--- src/rtl/local_predictor.sv ---
`default_nettype none
// ============================================================================
// Module   : local_predictor
// Brief    : Four banks of 2-bit saturating direction counters. The GHR state
//            (local_src_i) picks the bank and PC[IDX_W+1:2] picks the entry.
//            Combinational fetch prediction, execute-stage training and a
//            combinational execute-stage mispredict flag.
//            Optional macro LOCAL_PRED_PERF_EN adds 32-bit trained-branch and
//            mispredict counters (branch_cnt_o / mispred_cnt_o).
// Revision : 1.0 - initial release
// ============================================================================
module local_predictor #(
  parameter int IDX_W = 6
) (
  input  logic        clk_i,
  input  logic        reset_i,
  input  logic [31:0] pc_f_i,
  input  logic [1:0]  local_src_i,
  output logic        pred_taken_f_o,
  input  logic        stall_e_i,
  input  logic [1:0]  branch_op_e_i,
  input  logic        pc_src_res_e_i,
  input  logic [31:0] pc_e_i,
  input  logic        pred_taken_e_i,
  output logic        mispredict_e_o
`ifdef LOCAL_PRED_PERF_EN
  ,
  output logic [31:0] branch_cnt_o,
  output logic [31:0] mispred_cnt_o
`endif
);

  // Bank and entry concatenated form a flat table index.
  localparam int c_AW      = IDX_W + 2;
  localparam int c_ENTRIES = 4 << IDX_W;

  logic [1:0]      r_cnt [c_ENTRIES];
  logic [c_AW-1:0] w_rd_idx;
  logic [c_AW-1:0] w_wr_idx;
  logic [1:0]      w_old;
  logic [1:0]      w_new;
  logic            w_upd;
  logic            w_unused_bits;

  assign w_rd_idx = {local_src_i, pc_f_i[IDX_W+1:2]};
  assign w_wr_idx = {local_src_i, pc_e_i[IDX_W+1:2]};
  assign w_upd    = branch_op_e_i[0] & ~stall_e_i;
  assign w_old    = r_cnt[w_wr_idx];

  // Read sees only registered state, so a same-cycle write is not bypassed.
  assign pred_taken_f_o = r_cnt[w_rd_idx][1];
  assign mispredict_e_o = w_upd & (pred_taken_e_i ^ pc_src_res_e_i);

  // PC offset bits, bits above the index and branch_op bit 1 carry no meaning here.
  assign w_unused_bits = ^{pc_f_i[31:IDX_W+2], pc_f_i[1:0],
                           pc_e_i[31:IDX_W+2], pc_e_i[1:0], branch_op_e_i[1]};

  // Saturating increment on taken, saturating decrement on not taken.
  always_comb begin
    w_new = w_old;
    if (pc_src_res_e_i) begin
      if (w_old != 2'b11) w_new = w_old + 2'd1;
    end else begin
      if (w_old != 2'b00) w_new = w_old - 2'd1;
    end
  end

  // Counter table: reset to weakly-untaken, at most one entry written per cycle.
  always_ff @(posedge clk_i or posedge reset_i) begin
    if (reset_i) begin
      for (int i = 0; i < c_ENTRIES; i++) r_cnt[i] <= 2'b01;
    end else if (w_upd) begin
      r_cnt[w_wr_idx] <= w_new;
    end
  end

`ifdef LOCAL_PRED_PERF_EN
  logic [31:0] r_branch_cnt;
  logic [31:0] r_mispred_cnt;

  // Free-running event counters; wrap naturally at 32 bits.
  always_ff @(posedge clk_i or posedge reset_i) begin
    if (reset_i) begin
      r_branch_cnt  <= 32'd0;
      r_mispred_cnt <= 32'd0;
    end else begin
      if (w_upd)          r_branch_cnt  <= r_branch_cnt + 32'd1;
      if (mispredict_e_o) r_mispred_cnt <= r_mispred_cnt + 32'd1;
    end
  end

  assign branch_cnt_o  = r_branch_cnt;
  assign mispred_cnt_o = r_mispred_cnt;
`endif

endmodule
`default_nettype wire

--- config.mk ---
export PLATFORM = sky130hd
export DESIGN_NAME = local_predictor
export DESIGN_NICKNAME = d
export VERILOG_FILES = /design/src/rtl/local_predictor.sv
export SDC_FILE = /design/constraint.sdc
export NUM_CORES = 1
export LEC_CHECK = 0
export ABC_AREA = 0
export CORE_ASPECT_RATIO = 0.9
export CORE_MARGIN = 4
export CORE_UTILIZATION = 55
export DETAILED_ROUTE_END_ITERATION = 8
export PLACE_DENSITY = 0.76
export SLEW_MARGIN = 15
export SYNTH_ARGS = -nofsm -noshare
export SYNTH_HDL_FRONTEND = slang
export SYNTH_SLANG_ARGS = --single-unit
--- constraint.sdc ---
create_clock -name clk_i -period 18.4 [get_ports clk_i]
set_input_delay 3.68 -clock clk_i [delete_from_list [all_inputs] [get_ports clk_i]]
set_output_delay 3.68 -clock clk_i [all_outputs]
set_load 0.02 [all_outputs]
# Yosys cells after proc, flatten, opt, wreduce, memory -nomap -nowiden
# Index checks and enable logic that the tools add are counted.
# totals
regBits	512
in_bits	73
out_inout_bits	2
# op_classes
add_sub_neg	2
n_lt_le_gt_ge	3
n_eq_ne	1
muxes	12
bitwise_logic	6
n_reduce_logical	2
# ops
operator	n
512-bit bitwise mux	1
2-bit binary-select mux with 8-bit select	2
9-bit greater-or-equal comparator, second input constant	2
8-bit inverter with 9-bit output	2
2-bit demux with 8-bit select	1
2-bit 2-to-1 mux	8
9-bit by 1-bit < comparator with 1-bit output, second input constant	1
2-bit by 1-bit adder with 2-bit output, second input constant	1
1-bit AND	2
2-bit != test, second input constant	1
2-bit nonzero test	1
2-bit by 1-bit subtractor with 2-bit output, second input constant	1
1-bit logical AND	1
1-bit inverter	1
1-bit bitwise XOR	1

# Depth between registers and ports, before layout
# logic_depth
depth_word	8
mapped_depth	15

# Worst setup path after synthesis
# Ideal clock, no wire load.
# synth_path
path_kind	in2out
from	input port pc_f_i[2]
to	output port pred_taken_f_o
arrival_time_ns	6.614
required_time_ns	14.720
slack_ns	8.106
stages	6
n_path_buf	2
path_cell_list	clkbuf_1 > buf_1 > mux4_2 > mux4_2 > mux4_2 > mux4_2
# synth_between
elab_chain_len	4
# synth_lines
element	line_no	text
start: declaration	17	input logic [31:0] pc_f_i,
8-bit inverter with 9-bit output (not written as such)	51	assign pred_taken_f_o = r_cnt[w_rd_idx][1];
2-bit binary-select mux with 8-bit select	51	
2-bit 2-to-1 mux (not written as such) (2 in a row)	51	
end: declaration	19	output logic pred_taken_f_o,
# Every way passes these cells. The select of a mux whose other input is x is not followed.

# Worst setup path in the final report
# Same ends and word-level chain as after synthesis.

==> impl_metrics.toml <==
[grt]
global_route.usage.met2_pct = 44.7
grt_remaining_overflow = 0
grt_max_degree = 185
routing_usage_on_met1_pct = 42.2
met3_usage_pct = 7.32
first_pass_grt_wire_length_um = 128000
grt_use_total_pct = 30.0
grt_antenna_before_repair = 2
via_count_of_the_first_global_routing_pass = 21685
busiest_layer = "met2"

[finish]
layout-drive-gt1-share_pct = 30.0
n_fill_cell = 3828
flow.area_growth_from_synthesis_pct = 8.08
utilization_pct = 60.6
diodes = 0
reg_top3 = "r_cnt: 512 flops"
largest_reg_flops = 512
registers.top_by_ff_count = "r_cnt"
design.final.nets = 2539

[worst_setup_path]
slowest_stage = "buf_4"
worst-path-max-fanout = 36
crit_start = "pc_f_i[2]"
worstPathArrival_ns = 7.93
cpPeakStageDelay_ns = 0.77
worstSetupEndpointType = "output pin"
cp_num_buf_inv = 3
crit_chain = "buf_4, buf_4, mux4_2, mux4_2, mux4_2, mux4_2, clkdlybuf4s50_1"
startpoint_type = "input pin"
regToRegStartpoint = "r_cnt[65]$_DFFE_PP0P_"
critical-path-top-delay-family = "multiplexers"
critPathKind = "in -> out"
critPathRequiredTime_ns = 14.72
worst_path_most_repeated_cell = "mux4_2"

[die]
design.core.area_um2 = 49500
die_width_um = 245
die_area_um2 = 54200
floorplan.io_pins = 75
placementRows = 77
chipHeight_um = 221
start_util_pct = 56.1

[clock_network]
cts_buffers = 52
cts_num_sinks = 512
clock_tree.buffer_depth = 3
postCtsResizedCells = 0
tritoncts = "done"
clk_tree_root_cell = "clkbuf_16"
worst_skew_pair_later_pin_latency_ns = 0.61
cts_htree_levels = 2
path_clk_slew_ns = 0.06
postCtsHoldBufs = 0
post-cts-setup-buffers = 0

[route]
antenna_left = 0
detail_route.iter0.violations = 3090
firstDrtPassIters = 7
via_count = 21878
drt-wirelength-per-cell_um = 26.0
drc = 0
drt-total-wl_um = 82600
viasPerCell = 6.88

[synthesis]
synth.cell_area_um2 = 27800
ys_top_cells_by_area = "dfstp_2 24%, dfrtp_1 23%, mux4_2 15%"
yosys_warnings = 0
sequential_element_share_of_the_synthesized_area_pct = 47.3
synth-async-reset-ratio_pct = 100
nets_in_the_synthesized_netlist = 2640
yosys.area.top_type = "dfstp_2"
synth_top_flop_cell = "dfstp_2"
netlist-cell-type-count = 48
synth_commonest_cells = "768 x nand2_1, 256 x dfrtp_1, 256 x dfstp_2"
synth.most_common_cell = "nand2_1"
synth_seq_cells = 512
synth_largest_type_area_fraction_pct = 24.2
postSynthCellCount = 2567
synth_edf_count = 0
post_synth.cell_area_avg_um2 = 10.8

[timing]
setup_viol = 0
timing.setup.tns_ns = 0
hold_viol_final = 0
maxSlewHeadroom_pct = 15.7
final_min_period_over_clock_period_pct = 63.1
clock_skew_ns = 0.0160
max_freq_ghz = 0.0861
worst_pin_slew_ns = 1.26
grt_setup_unrepaired = "false"
slew_viols_final = 0
post-route-min-period_ns = 11.61

[place]
io_buffers = 21
place.detailed.hpwl_um = 48400
place_congestion = 0.880

[power]
power.static_leakage_nw = 11.0
irDropWorstVdd_mv = 0.0804
power_density_nw_per_um2 = 84.3

[job]
cap_viol_max_count = 0

[worst_hold_path]
hold_path_start = "r_cnt[318]$_DFFE_PP1P_"
hold_path.class = "reg -> reg"

[outcome]
run_status = "completed"
-- area by class of cell --
cell class                      instances  area [um^2]  area share, %
Sequential cell                       512        13100           43.7
Clock inverter                         21          240          0.800
Clock buffer                           76         1550           5.17
Tap cell                              671          840           2.80
Multi-Input combinational cell       1824        13600           45.4
Timing Repair Buffer                   73          617           2.05
Inverter                                3         18.8         0.0625
-- worst paths after layout --
kind                                          endpoint  slack [ns]  depth (start not counted)
worst max register to register  r_cnt[196]$_DFFE_PP1P_       13.50                         10
worst max-delay path                    pred_taken_f_o        6.79                          7
min in group asynchronous       r_cnt[161]$_DFFE_PP0P_        3.62                          2
worst min-delay path            r_cnt[318]$_DFFE_PP1P_        0.47                          2
worst min register to register  r_cnt[318]$_DFFE_PP1P_        0.47                          2
max in group asynchronous       r_cnt[427]$_DFFE_PP0P_       12.54                          4
-- through the flow --
stage	total power, mW	cells	setup slack (ns)	cell area (um^2)	hold slack (ns)
floorplan	1.36	2567	0.844	27800	0.449
global placement	1.42	3083	6.78	28200	0.455
global route	2.60	3180	6.66	30000	0.485
detailed placement	1.43	3083	6.78	28200	0.462
finish	2.53	3180	6.79	30000	0.471
CTS	2.53	3180	6.78	30000	0.471
-- per-layer routing --
layer	vias up	wire length, um	part of all wire, %
met4	2	4220	5.1
met5	-	13	0.016
li1	9263	-	-
met1	10896	31400	38
met2	1440	37200	45
met3	277	9750	12
-- worst register-to-register path, delay by kind of cell, from the launching register on --
| family | cells | cell delay (ns) |
|---|---|---|
| buffers and inverters | 2 | 1.85 |
| AND/OR/NAND/NOR | 1 | 0.66 |
| AO/OA/AOI/OAI | 6 | 1.38 |
| multiplexers | 1 | 0.50 |
| flip-flops | 1 | 0.40 |
-- report_power, final --
part	internal (mW)	switching, mW	leakage [nW]
Clock	0.655	0.463	0.895
Sequential	1.16	0.0126	6.21
Combinational	0.0576	0.187	3.86
Total	1.87	0.663	11.0
-- placed cells by master (no fill, tap or decap), drive strengths merged, types with 4 or more instances in the layout --
| master | instances |
|---|---|
| clkinv | 14 |
| dfrtp | 256 |
| buf | 58 |
| a21oi | 23 |
| o31ai | 357 |
| nand3 | 89 |
| nor2b | 9 |
| o21ai | 183 |
| bufinv | 5 |
| nor4 | 5 |
| inv | 4 |
| dfstp | 256 |
| nand2 | 768 |
| nor2 | 39 |
| or2 | 4 |
| a221oi | 6 |
| mux4 | 184 |
| clkbuf | 76 |
| nor3 | 7 |
| clkdlybuf4s50 | 15 |
| mux2i | 64 |
| a22oi | 51 |
| nand2b | 8 |
-- logic make-up after synthesis --
| logic type | after synthesis | share of synthesized area [%] |
|---|---|---|
| buffers and inverters | 231 | 4.11 |
| multiplexers | 250 | 17.3 |
| AO/OA/AOI/OAI | 635 | 17.8 |
| AND/OR/NAND/NOR | 938 | 13.5 |
| flip-flops | 512 | 47.3 |
| XOR/XNOR | 1 | 0.0315 |
(Power assumes the default switching activity.)
